$ cat src/rtl/exp5_mostra_sequencia.sv
// Memory-game sequence playback: walks the ROM from address 0 to a captured
// last address, showing each entry on the LEDs for a lit time then a dark gap.
module exp5_mostra_sequencia #(
  parameter int unsigned ON_CYCLES  = 3000,
  parameter int unsigned OFF_CYCLES = 1000,
  parameter int unsigned CW         = 12
) (
  input  logic       clock,
  input  logic       reset,
  input  logic       iniciar,
  input  logic [3:0] limite,
  input  logic [3:0] rom_data,
  output logic [3:0] rom_addr,
  output logic [3:0] leds,
  output logic       ocupado,
  output logic       pronto,
  output logic [3:0] db_estado,
  output logic [3:0] db_endereco
);

  localparam logic [3:0] S_IDLE    = 4'd0;
  localparam logic [3:0] S_BUSCA   = 4'd1;
  localparam logic [3:0] S_ACESO   = 4'd2;
  localparam logic [3:0] S_APAGADO = 4'd3;
  localparam logic [3:0] S_FIM     = 4'd4;

  logic [3:0]    estado;
  logic [3:0]    estado_prox;
  logic [3:0]    lim_r;
  logic [CW-1:0] timer;
  logic          fim_aceso;
  logic          fim_apagado;
  logic          ultimo;

  assign fim_aceso   = (timer == CW'(ON_CYCLES - 1));
  assign fim_apagado = (timer == CW'(OFF_CYCLES - 1));
  assign ultimo      = (rom_addr == lim_r);

  // State register
  always_ff @(posedge clock or negedge reset) begin
    if (!reset) estado <= S_IDLE;
    else        estado <= estado_prox;
  end

  // Next-state logic; unused codes fall back to IDLE
  always_comb begin
    estado_prox = S_IDLE;
    case (estado)
      S_IDLE:    estado_prox = iniciar ? S_BUSCA : S_IDLE;
      S_BUSCA:   estado_prox = S_ACESO;
      S_ACESO:   estado_prox = fim_aceso ? S_APAGADO : S_ACESO;
      S_APAGADO: begin
        if (!fim_apagado) estado_prox = S_APAGADO;
        else if (ultimo)  estado_prox = S_FIM;
        else              estado_prox = S_BUSCA;
      end
      S_FIM:     estado_prox = S_IDLE;
      default:   estado_prox = S_IDLE;
    endcase
  end

  // Address, limit capture and phase timer; address only moves on BUSCA entry
  always_ff @(posedge clock or negedge reset) begin
    if (!reset) begin
      rom_addr <= 4'd0;
      lim_r    <= 4'd0;
      timer    <= '0;
    end else begin
      case (estado)
        S_IDLE: begin
          if (iniciar) begin
            rom_addr <= 4'd0;
            lim_r    <= limite;
            timer    <= '0;
          end
        end
        S_BUSCA: timer <= '0;
        S_ACESO: timer <= fim_aceso ? '0 : timer + CW'(1);
        S_APAGADO: begin
          if (fim_apagado) begin
            timer <= '0;
            if (!ultimo) rom_addr <= rom_addr + 4'd1;
          end else begin
            timer <= timer + CW'(1);
          end
        end
        default: ;
      endcase
    end
  end

  // Outputs decoded from the state register
  always_comb begin
    leds        = 4'd0;
    ocupado     = 1'b0;
    pronto      = 1'b0;
    db_estado   = estado;
    db_endereco = rom_addr;
    case (estado)
      S_BUSCA:   ocupado = 1'b1;
      S_ACESO: begin
        ocupado = 1'b1;
        leds    = rom_data;
      end
      S_APAGADO: ocupado = 1'b1;
      S_FIM: begin
        ocupado = 1'b1;
        pronto  = 1'b1;
      end
      default: ;
    endcase
  end

endmodule
$ cat config.mk
export PLATFORM = sky130hd
export DESIGN_NAME = exp5_mostra_sequencia
export DESIGN_NICKNAME = d
export VERILOG_FILES = /design/src/rtl/exp5_mostra_sequencia.sv
export SDC_FILE = /design/constraint.sdc
export NUM_CORES = 1
export LEC_CHECK = 0
export BUFFER_PORTS_ARGS = -buffer_cell sky130_fd_sc_hd__buf_2
export CAP_MARGIN = 20
export CORE_MARGIN = 5
export CORE_UTILIZATION = 40
export CTS_BUF_LIST = sky130_fd_sc_hd__clkbuf_4 sky130_fd_sc_hd__clkbuf_8 sky130_fd_sc_hd__clkbuf_16
export CTS_CLUSTER_DIAMETER = 200
export DETAILED_ROUTE_END_ITERATION = 16
export GPL_TIMING_DRIVEN = 0
export PLACE_DENSITY_LB_ADDON = 0.15
export SLEW_MARGIN = 20
export SYNTH_ARGS = -nofsm -noshare
export SYNTH_HDL_FRONTEND = slang
export SYNTH_SLANG_ARGS = --single-unit
$ cat constraint.sdc
create_clock -name clock -period 3.32 [get_ports clock]
set_input_delay 0.498 -clock clock [delete_from_list [all_inputs] [get_ports clock]]
set_output_delay 0.498 -clock clock [all_outputs]
set_load 0.02 [all_outputs]
==> metrics, run 1 <==
number of distinct standard cells referenced by the synthesized netlist=49; compound-cell area share of the yosys netlist=0.167; fraction of the core area covered by cells at the end of the flow=0.492; adder and majority cell fraction of the synthesized area=0.0172; H-tree depth=1; multiplexer share of the synthesized area=0.00775; wire length of the first global-routing pass=5960 um; number of flops mapped to enable cells by yosys=0; post-route minimum period=2.04 ns; quantity of gates resized following cts=0; outcome=finished clean; number of antenna violations at the first check in global routing=0; combined area of all synthesized cells=1450 sq um; full die area=4940 sq um; buffer cell driving the clock tree root=clkbuf_4; fin nets=212; maximum count of clock buffers along a single path=2; CP Data Required Time=2.82 ns; PnR Total Power=457 uW; vias per cell=5.59; asr flop ratio synth=1.00; WP data arrival=1.54 ns; I/O pin total=29; Sink Count=23; Worst Max-Slew Pin Slew=0.638 ns; startpoint kind of the worst setup timing path=register; post-detailed-placement cell area=1650 sq um; Ant. Diodes=0; top flip-flop cell by instance count after synthesis=dfrtp_1; gate count after technology mapping=167; clock latency of the later-clocked register in the worst-skew pair=0.32 ns; horizontal die dimension=70.3 um; flop and latch count out of synthesis=23; most frequent standard cell in the layout excluding fill and tap cells=nand2_1; Routability Congestion=0.860; TritonCTS clock tree=done; total CTS buffers=3; type of the worst setup path=register to primary output; hpwl dp=2540 um; Post-Synth Simple-Gate Area=0.314; average wire length per cell after detail routing=13.9 um; Max rail drop VDD=0.000133 V; total leakage power=0.000751 uW; Hold Crit Class=input port to async pin; layout overhead on the synthesized area=15.6%; total setup buffers inserted after CTS=0; number of hold buffers added after CTS=0; remaining max-slew budget at the tightest pin=0.574; number of max-slew violations in the final report=0; Pwr Density=272 nW/um^2; stage delay of the slowest cell on the critical path=0.52 ns; via count of the first global-routing pass=1,275; list of cells traversed by the critical path=nor3b_2 -> and2_1 -> buf_2; detailed-route wire length=3390 um; Core Footprint=3420 sq um; count of synthesis-stage warnings from yosys=0; TritonRoute pass-1 iters=4; number of vias after detailed routing=1,365; fraction of final layout cells sized beyond drive strength 1=0.247; Detailed Route Iter0 Violations=65; Post-Syn Nets=180; xor and xnor area share after synthesis=0.0301; CP Capture Type=primary output; initial cell density of the core=0.425; largest net degree at the start of global routing=24; setup repair after global routing missed its margin=false; clock skew after layout=0.00820 ns; placed insts=240; mean area per synthesized cell=8.70 sq um; CP max stage cell=dfrtp_1; final setup violation count=0; remaining global-route overflow=0; Layout Cell Area excl Fill=1680 sq um; clock transition time at the flip-flop clock pins of the worst setup and hold paths=0.14 ns; maximum clock frequency=491 MHz; Die Y=70.3 um; Routed Antenna Nets=0; DR DRC count=0; dominant combinational cell family by area after synthesis=simple AND/OR/NAND/NOR gates; commonest cells after routing, fill and taps aside=nand2_1, buf_2, dfrtp_1, nor2_1, inv_1; Final Non-Filler Cells=244; share of the yosys chip area belonging to registers=0.396; total global routing track utilization=0.147; cell row count=21; filler instances=350; Crit Path Max Fanout=7; period utilisation layout=0.614; number of hold violations in the final report=0; count of buffers from port buffering=27; Setup Total Neg Slack=0 ns; max cap viols=0
## critical path, delay by kind of cell (launching register included)
| kind | cells | cell delay, ns |
|---|---|---|
| AND/OR/NAND/NOR | 2 | 0.54 |
| flip-flops | 1 | 0.52 |
| buffers and inverters | 1 | 0.16 |
## final cells by class
cell class	instances	area, sq um	share of cell area
Multi-Input combinational cell	127	790	0.470
Inverter	7	26.3	0.0156
Timing Repair Buffer	27	135	0.0805
Buffer	10	67.6	0.0402
Sequential cell	23	576	0.343
Clock inverter	1	5.00	0.00298
Tap cell	46	57.6	0.0343
Clock buffer	3	22.5	0.0134
## layer usage
metal	part of all wire	track usage	up-vias
met5	0	0	-
met4	0.017	0.0574	0
met3	0.071	0.0287	7
met2	0.44	0.219	46
met1	0.47	0.207	646
li1	-	-	666
## Yosys cell counts, types with 2 or more instances
cell | instances | share of area
a21oi_1 | 4 | 0.014
and2_1 | 5 | 0.022
buf_2 | 2 | 0.0069
buf_4 | 5 | 0.026
dfrtp_1 | 23 | 0.40
ha_1 | 2 | 0.017
inv_1 | 7 | 0.018
nand2_1 | 33 | 0.085
nand3_1 | 6 | 0.021
nand4_1 | 4 | 0.017
nor2_1 | 8 | 0.021
nor2b_1 | 2 | 0.0086
nor3_1 | 6 | 0.021
nor4_1 | 3 | 0.013
nor4b_1 | 2 | 0.012
o2111ai_1 | 2 | 0.012
o211ai_1 | 6 | 0.031
o21ai_0 | 6 | 0.021
o22ai_1 | 4 | 0.017
or2_2 | 2 | 0.0086
or3_1 | 3 | 0.013
xnor2_1 | 5 | 0.030
## power breakdown
group	switching, uW	internal, uW	leakage (uW)
Sequential	2.65	283	0.000295
Clock	93.7	45.2	0.0000177
Combinational	19.1	13.0	0.000439
Total	115	341	0.000751
## flip-flops by register name (all words and copies together), names as in the netlist
register / cells
db_estado: 3
db_endereco: 4
lim_r: 4
timer: 12
## worst paths after layout
| path | slack, ns | to | startpoint | cells past startpoint |
|---|---|---|---|---|
| max | 1.28 | leds[2] | db_estado[1]$_DFF_PN0_ | 3 |
| min | 0.13 | timer[2]$_DFFE_PN0P_ | reset | 1 |
| max reg2reg | 1.28 | timer[10]$_DFFE_PN0P_ | timer[0]$_DFFE_PN0P_ | 5 |
| min reg2reg | 0.53 | lim_r[1]$_DFFE_PN0P_ | lim_r[1]$_DFFE_PN0P_ | 2 |
| max in group asynchronous | 2.84 | timer[11]$_DFFE_PN0P_ | reset | 1 |
| min in group clock | 0.35 | lim_r[3]$_DFFE_PN0P_ | limite[3] | 3 |
## cell families (layout without fill, tap and decap cells)
family,Yosys count,in the layout
and+or+nand+nor,84,84
AOI/OAI and AO/OA,34,34
DFF,23,23
buffers and inverters,17,48
xor gates and xnor gates,5,5
adders and majority gates,2,2
other,1,1
muxes,1,1
## stage by stage
stage               hold WS, ns  setup slack (ns)
detailed placement        0.497              1.28
global route              0.182              1.12
CTS                       0.146              1.25
floorplan                 0.202              1.58
finish                    0.125              1.28
global placement          0.487              1.35
No activity file was read; power rests on OpenSTA's default activity.
==> run 2: changes to the inputs <==
Clock period 3.32 ns to 1.7 ns, I/O delays scaled along.
==> run 2 against run 1 <==
- the flow now finishes with violations (negative setup slack)
- worst setup slack worse by 1.3 ns
- wire length grew 9.5%
- clock skew decreased by 0.0024 ns
- count of clock-buffer cells in the layout unchanged
- first-iteration DRC count up 6.2%
- global-route usage increased by 0.27 points
- critical path type is now register to register
==> metrics, run 2 (synthesis gave the netlist of run 1 again) <==
post-layout worst setup margin=-0.0426 ns (-1.33 ns); fin nets=224 (+5.7%); Core Footprint=3420 sq um (unchanged); TritonRoute pass-1 iters=4 (unchanged); Layout Cell Area excl Fill=1850 sq um (+10%); TritonCTS clock tree=done; wire length of the first global-routing pass=6050 um (+1.5%); Worst Max-Slew Pin Slew=0.704 ns (+0.0657 ns); maximum count of clock buffers along a single path=2 (unchanged); max FFs per register=12 (unchanged); DR DRC count=0 (unchanged); Hold Crit Depth=3; via count of the first global-routing pass=1,282 (+0.55%); I/O pin total=29 (unchanged); layout overhead on the synthesized area=27.4%; Routed Antenna Nets=0 (unchanged); met2 usage in global routing=0.223 (+0.00416); Detailed Route Iter0 Violations=69 (+6.2%); buffer and inverter count on the worst path=0 (-1); Critical Path Source=timer[0]$_DFFE_PN0P_; worst r2r path cells=5 (unchanged); Die Y=70.3 um (unchanged); commonest cells after routing, fill and taps aside=nand2_1, buf_2, dfrtp_1, buf_4, inv_1; global routing met3 resource utilization=0.0316 (+0.00287); Min-Delay Startpoint=limite[2]; outcome=complete, but fails checks; type of the worst setup path=register to register; Sink Count=23 (unchanged); cell row count=21 (unchanged); total global routing track utilization=0.149 (+0.00268); max cap viols=0 (unchanged); post-route minimum period=1.74 ns; fraction of final layout cells sized beyond drive strength 1=0.357 (+0.110); area used by multi-input combinational logic=856 sq um (+8.4%); setup repair after global routing missed its margin=true; CP Capture Type=register; Pwr Density=474 nW/um^2 (+74%); worst setup timing slack at the placement stage=-0.288 ns (-1.57 ns); Routability Congestion=0.824 (-4.2%); busiest layer in global routing=met2; WP data arrival=1.98 ns (+0.44 ns); CP Data Required Time=1.94 ns (-0.88 ns); hpwl dp=2530 um (-0.30%); maximum clock frequency=574 MHz; final setup violation count=2 (+2); full die area=4940 sq um (unchanged); vias per cell=5.52 (-1.3%); most frequent standard cell in the layout excluding fill and tap cells=nand2_1; filler instances=338 (-3.4%); routing usage on met1=0.212 (+0.00580); Top delay family on crit path=simple AND/OR/NAND/NOR gates; FF+latch area=581 sq um (+0.87%); register containing the most flip-flops in the final layout=timer; WP depth=5 (+2); stage delay of the slowest cell on the critical path=0.51 ns (about the same); detailed-route wire length=3710 um (+9.5%); list of cells traversed by the critical path=ha_4 -> and4bb_2 -> a31oi_4 -> or4_1 -> a21oi_1; number of max-slew violations in the final report=0 (unchanged); remaining max-slew budget at the tightest pin=0.530 (-0.0439); largest net degree at the start of global routing=24 (unchanged); PnR Total Power=876 uW (+92%); hold slack=0.128 ns (+0.00256 ns); clock latency of the later-clocked register in the worst-skew pair=0.31 ns (about the same); CP max stage cell=or4_1; average wire length per cell after detail routing=14.5 um (+4.4%); number of vias after detailed routing=1,413 (+3.5%); period utilisation layout=1.03; clock transition time at the flip-flop clock pins of the worst setup and hold paths=0.13 ns (about the same); H-tree depth=1 (unchanged); post-detailed-placement cell area=1650 sq um (-0.30%); total leakage power=0.000809 uW (+7.7%); failing checks=negative setup slack; Crit Path Max Fanout=7 (unchanged); fraction of the core area covered by cells at the end of the flow=0.542 (+0.0502); horizontal die dimension=70.3 um (unchanged); buffer cell driving the clock tree root=clkbuf_4; clock skew after layout=0.00576 ns (-0.00244 ns); Hold Crit Class=input port to register; number of antenna violations at the first check in global routing=0 (unchanged); total CTS buffers=3 (unchanged); Ant. Diodes=0 (unchanged); number of hold violations in the final report=0 (unchanged); Max rail drop VDD=0.000324 V (+140%); remaining global-route overflow=0 (unchanged); initial cell density of the core=0.425 (unchanged); startpoint kind of the worst setup timing path=register; worst r2r src=timer[0]$_DFFE_PN0P_; count of buffers from port buffering=27 (unchanged)
run 2: changes by cell type in the layout (fill, tap and decap cells not counted), sizes merged:
cell	delta
buf	+11
dlygate4sd3	+1
run 2: worst paths after layout:
check / end / slack (ns)
worst max-delay path: db_endereco[3]$_DFFE_PN0P_ / -0.04
worst min-delay path: lim_r[2]$_DFFE_PN0P_ / 0.13
worst max register to register: db_endereco[3]$_DFFE_PN0P_ / -0.04
worst min register to register: lim_r[1]$_DFFE_PN0P_ / 0.51
max in group asynchronous: db_estado[2]$_DFF_PN0_ / 0.86
min in group asynchronous: timer[0]$_DFFE_PN0P_ / 0.44
run 2: area by class of cell:
cell class	count	share of cell area
Buffer	9	0.0379
Inverter	7	0.0142
Clock inverter	1	0.00270
Clock buffer	3	0.0122
Timing Repair Buffer	40	0.126
Sequential cell	23	0.314
Multi-Input combinational cell	127	0.462
Tap cell	46	0.0311
run 2: per-stage QoR:
step | TNS, ns | cells
finish | -0.0656 | 256
global route | -0.488 | 256
CTS | -0.101 | 250
detailed placement | -3.27 | 240
global placement | -2.94 | 240
floorplan | 0 | 167
run 2: report_power, final:
group / total (uW) / internal, uW / switching [uW]
sequential: 558 / 553 / 5.29
clock: 254 / 87.8 / 166
combinational: 64.1 / 27.0 / 37.1
total: 876 / 668 / 209
run 2: worst reg2reg max path: cells and delay by family, from the launching register on:
family                     cells  cell delay (ns)
DFF                            1             0.41
adders and majority gates      1             0.17
AOI/OAI and AO/OA              2             0.31
and+or+nand+nor                2             0.79
run 2: routing by layer:
metal	wire length, um	vias up
li1	-	696
met1	1750	674
met2	1720	41
met3	211	2
met4	28	0
met5	0	-
run 2: repair_timing:
action                                  in CTS  in global routing
setup buffers                                5                  6
gates cloned                                 0                  1
hold buffers                                 1                  0
endpoints found under the setup margin      23                 19
pin swaps                                    2                  6
endpoints found under the hold margin       23                  0
resized for setup                           10                 19
==> run 3: changes to the inputs <==
Settings changed: CORE_ASPECT_RATIO set to 0.6.
Clock period 1.7 ns to 1.4 ns, I/O delays scaled along.
==> run 3 against run 2 <==
- the flow still finishes with violations (negative setup slack)
- wire length up 5.9%
- count of clock-buffer cells in the layout up 1
- core utilization up 2.9 points
- hold slack better by 0.0056 ns
- non-clock buffer count up 7
- final cell count up 3.1%
- register-to-register slack worse by 0.30 ns
- maximum frequency down 0.14%
- sequential cell count unchanged
- global-route usage up 1.2 points
- die area up 0.81%
- first-iteration DRC count up 51%
==> metrics, run 3 (synthesis gave the netlist of run 1 again) <==
outcome=complete, but fails checks; failing checks=negative setup slack; Die Y=56.7 um (-19%); total leakage power=0.000884 uW (+9.3%); maximum clock frequency=573 MHz (-0.14%); filler instances=305 (-9.8%); clock transition time at the flip-flop clock pins of the worst setup and hold paths=0.08 ns (-0.05 ns); total global routing track utilization=0.161 (+0.0116); CP Capture Type=register; number of max-slew violations in the final report=0 (unchanged); TritonCTS clock tree=done; Hold Crit Depth=3 (unchanged); H-tree depth=1 (unchanged); endpoint of the worst hold-timing path=lim_r[1]$_DFFE_PN0P_; post-route minimum period=1.74 ns (+0.00241 ns); initial cell density of the core=0.404 (-0.0212); share of power burned in the clock network=0.363 (+0.073); Hold Crit Class=input port to register; Sink Count=23 (unchanged); list of cells traversed by the critical path=ha_4 -> and4bb_2 -> a31oi_4 -> or4_4 -> a21oi_2; CP max stage cell=or4_4; Critical Path Source=timer[1]$_DFFE_PN0P_; worst r2r src=timer[1]$_DFFE_PN0P_; period utilisation layout=1.25 (+0.221); cell-internal power=935 uW (+40%); clock skew after layout=0.00669 ns (+0.000922 ns); Routed Antenna Nets=0 (unchanged); placed insts=241 (+0.42%); remaining global-route overflow=0 (unchanged); PnR Total Power=1200 uW (+37%); worst r2r path cells=5 (unchanged); maximum count of clock buffers along a single path=2 (unchanged); total CTS buffers=3 (unchanged); Max rail drop VDD=0.000672 V (+110%); buffer and inverter count on the worst path=0 (unchanged); Routability Congestion=0.901 (+9.4%); setup repair after global routing missed its margin=true; Core Footprint=3590 sq um (+5.2%); I/O pin total=29 (unchanged); register containing the most flip-flops in the final layout=timer; startpoint kind of the worst setup timing path=register; Ant. Diodes=0 (unchanged); max FFs per register=12 (unchanged); Top delay family on crit path=simple AND/OR/NAND/NOR gates; vias per cell=5.49 (-0.49%); count of buffers from port buffering=27 (unchanged); CP Data Required Time=1.59 ns (-0.35 ns); remaining max-slew budget at the tightest pin=0.638 (+0.109); clock latency of the later-clocked register in the worst-skew pair=0.27 ns (-0.04 ns); type of the worst setup path=register to register; largest net degree at the start of global routing=24 (unchanged); detailed-route wire length=3930 um (+5.9%); average wire length per cell after detail routing=14.9 um (+2.7%); layout overhead on the synthesized area=41.2%; Gate power share=0.074 (about the same); Flop pwr share=0.563 (-0.074); fraction of final layout cells sized beyond drive strength 1=0.433 (+0.0760); most frequent standard cell in the layout excluding fill and tap cells=nand2_1; hpwl dp=2700 um (+6.5%); reg-to-reg setup timing slack=-0.34 ns (-0.30 ns); horizontal die dimension=87.8 um (+25%); switching pwr=268 uW (+28%); cell row count=17 (-19%); stage delay of the slowest cell on the critical path=0.52 ns (about the same); Crit Path Max Fanout=7 (unchanged); TritonRoute pass-1 iters=4 (unchanged); fraction of the core area covered by cells at the end of the flow=0.570 (+0.0287); Worst Max-Slew Pin Slew=0.542 ns (-0.161 ns); buffer cell driving the clock tree root=clkbuf_8; max cap viols=0 (unchanged); Detailed Route Iter0 Violations=104 (+51%); final setup violation count=24 (+22); Final Non-Filler Cells=264 (+3.1%); number of antenna violations at the first check in global routing=0 (unchanged); Min-Delay Startpoint=limite[1]; commonest cells after routing, fill and taps aside=nand2_1, buf_4, buf_2, dfrtp_1; worst setup timing slack at the placement stage=-0.423 ns (-0.135 ns); wire length of the first global-routing pass=6430 um (+6.3%); number of vias after detailed routing=1,450 (+2.6%); worst r2r dst=db_endereco[3]$_DFFE_PN0P_; full die area=4980 sq um (+0.81%); Pwr Density=587 nW/um^2 (+24%); hold slack=0.133 ns (+0.00560 ns); DR DRC count=0 (unchanged); post-layout worst setup margin=-0.345 ns (-0.302 ns); switching portion of total power=0.223 (-0.0154); number of hold violations in the final report=0 (unchanged); fin nets=231 (+3.1%); WP data arrival=1.94 ns (-0.04 ns); via count of the first global-routing pass=1,371 (+6.9%)
run 3: routing by layer:
| metal | global-route usage | part of all wire |
|---|---|---|
| met1 | 0.243 | 0.50 |
| met2 | 0.236 | 0.41 |
| met3 | 0.0381 | 0.090 |
| met4 | 0.0219 | 0.0015 |
| met5 | 0 | 0 |
run 3: worst max-delay path by stage:
stage | cells past startpoint | to | slack (ns)
after floorplan | 5 | db_endereco[3]$_DFFE_PN0P_ | -0.23
after global placement | 6 | timer[11]$_DFFE_PN0P_ | -0.42
after detailed placement | 6 | db_endereco[2]$_DFFE_PN0P_ | -0.42
after CTS | 5 | db_endereco[3]$_DFFE_PN0P_ | -0.32
after global routing | 4 | timer[9]$_DFFE_PN0P_ | -0.41
final | 5 | db_endereco[3]$_DFFE_PN0P_ | -0.34
run 3: what timing repair did:
| item | in CTS | in global routing |
|---|---|---|
| endpoints found under the hold margin | 23 | 0 |
| hold buffers | 1 | 0 |
| gates resized for setup | 29 | 16 |
| setup buffers | 11 | 8 |
| setup endpoints to repair | 29 | 29 |
| pin swaps | 8 | 9 |
run 3: final cells by class:
| cell class | count | area (sq um) | area share |
|---|---|---|---|
| inverter | 7 | 26.3 | 0.0128 |
| clock buffer | 4 | 48.8 | 0.0238 |
| timing repair buffer | 47 | 338 | 0.165 |
| sequential | 23 | 582 | 0.284 |
| buffer | 9 | 63.8 | 0.0311 |
| multi-input combinational | 127 | 933 | 0.455 |
| tap | 47 | 58.8 | 0.0287 |
run 3: worst reg2reg max path: stages, from the launching register on:
cell and delay, ns:
dfrtp_1 0.42, ha_4 0.18, and4bb_2 0.27, a31oi_4 0.16, or4_4 0.52, a21oi_2 0.13
run 3: through the flow:
| stage | TNS (ns) | area, sq um |
|---|---|---|
| 2_1_floorplan | -2.25 | 1500 |
| 5_1_grt | -6.88 | 2050 |
| 6_report | -5.02 | 2050 |
| 4_1_cts | -5.33 | 1920 |
| 3_3_place_gp | -5.41 | 1690 |
| 3_5_place_dp | -5.77 | 1690 |
run 3: power by group through the flow:
stage	clock network (uW)	logic (uW)	registers [uW]
floorplan	0	36.7	691
global placement	0	76.1	691
detailed placement	0	76.5	691
CTS	453	86.5	678
global route	474	99.5	679
finish	436	89.0	678
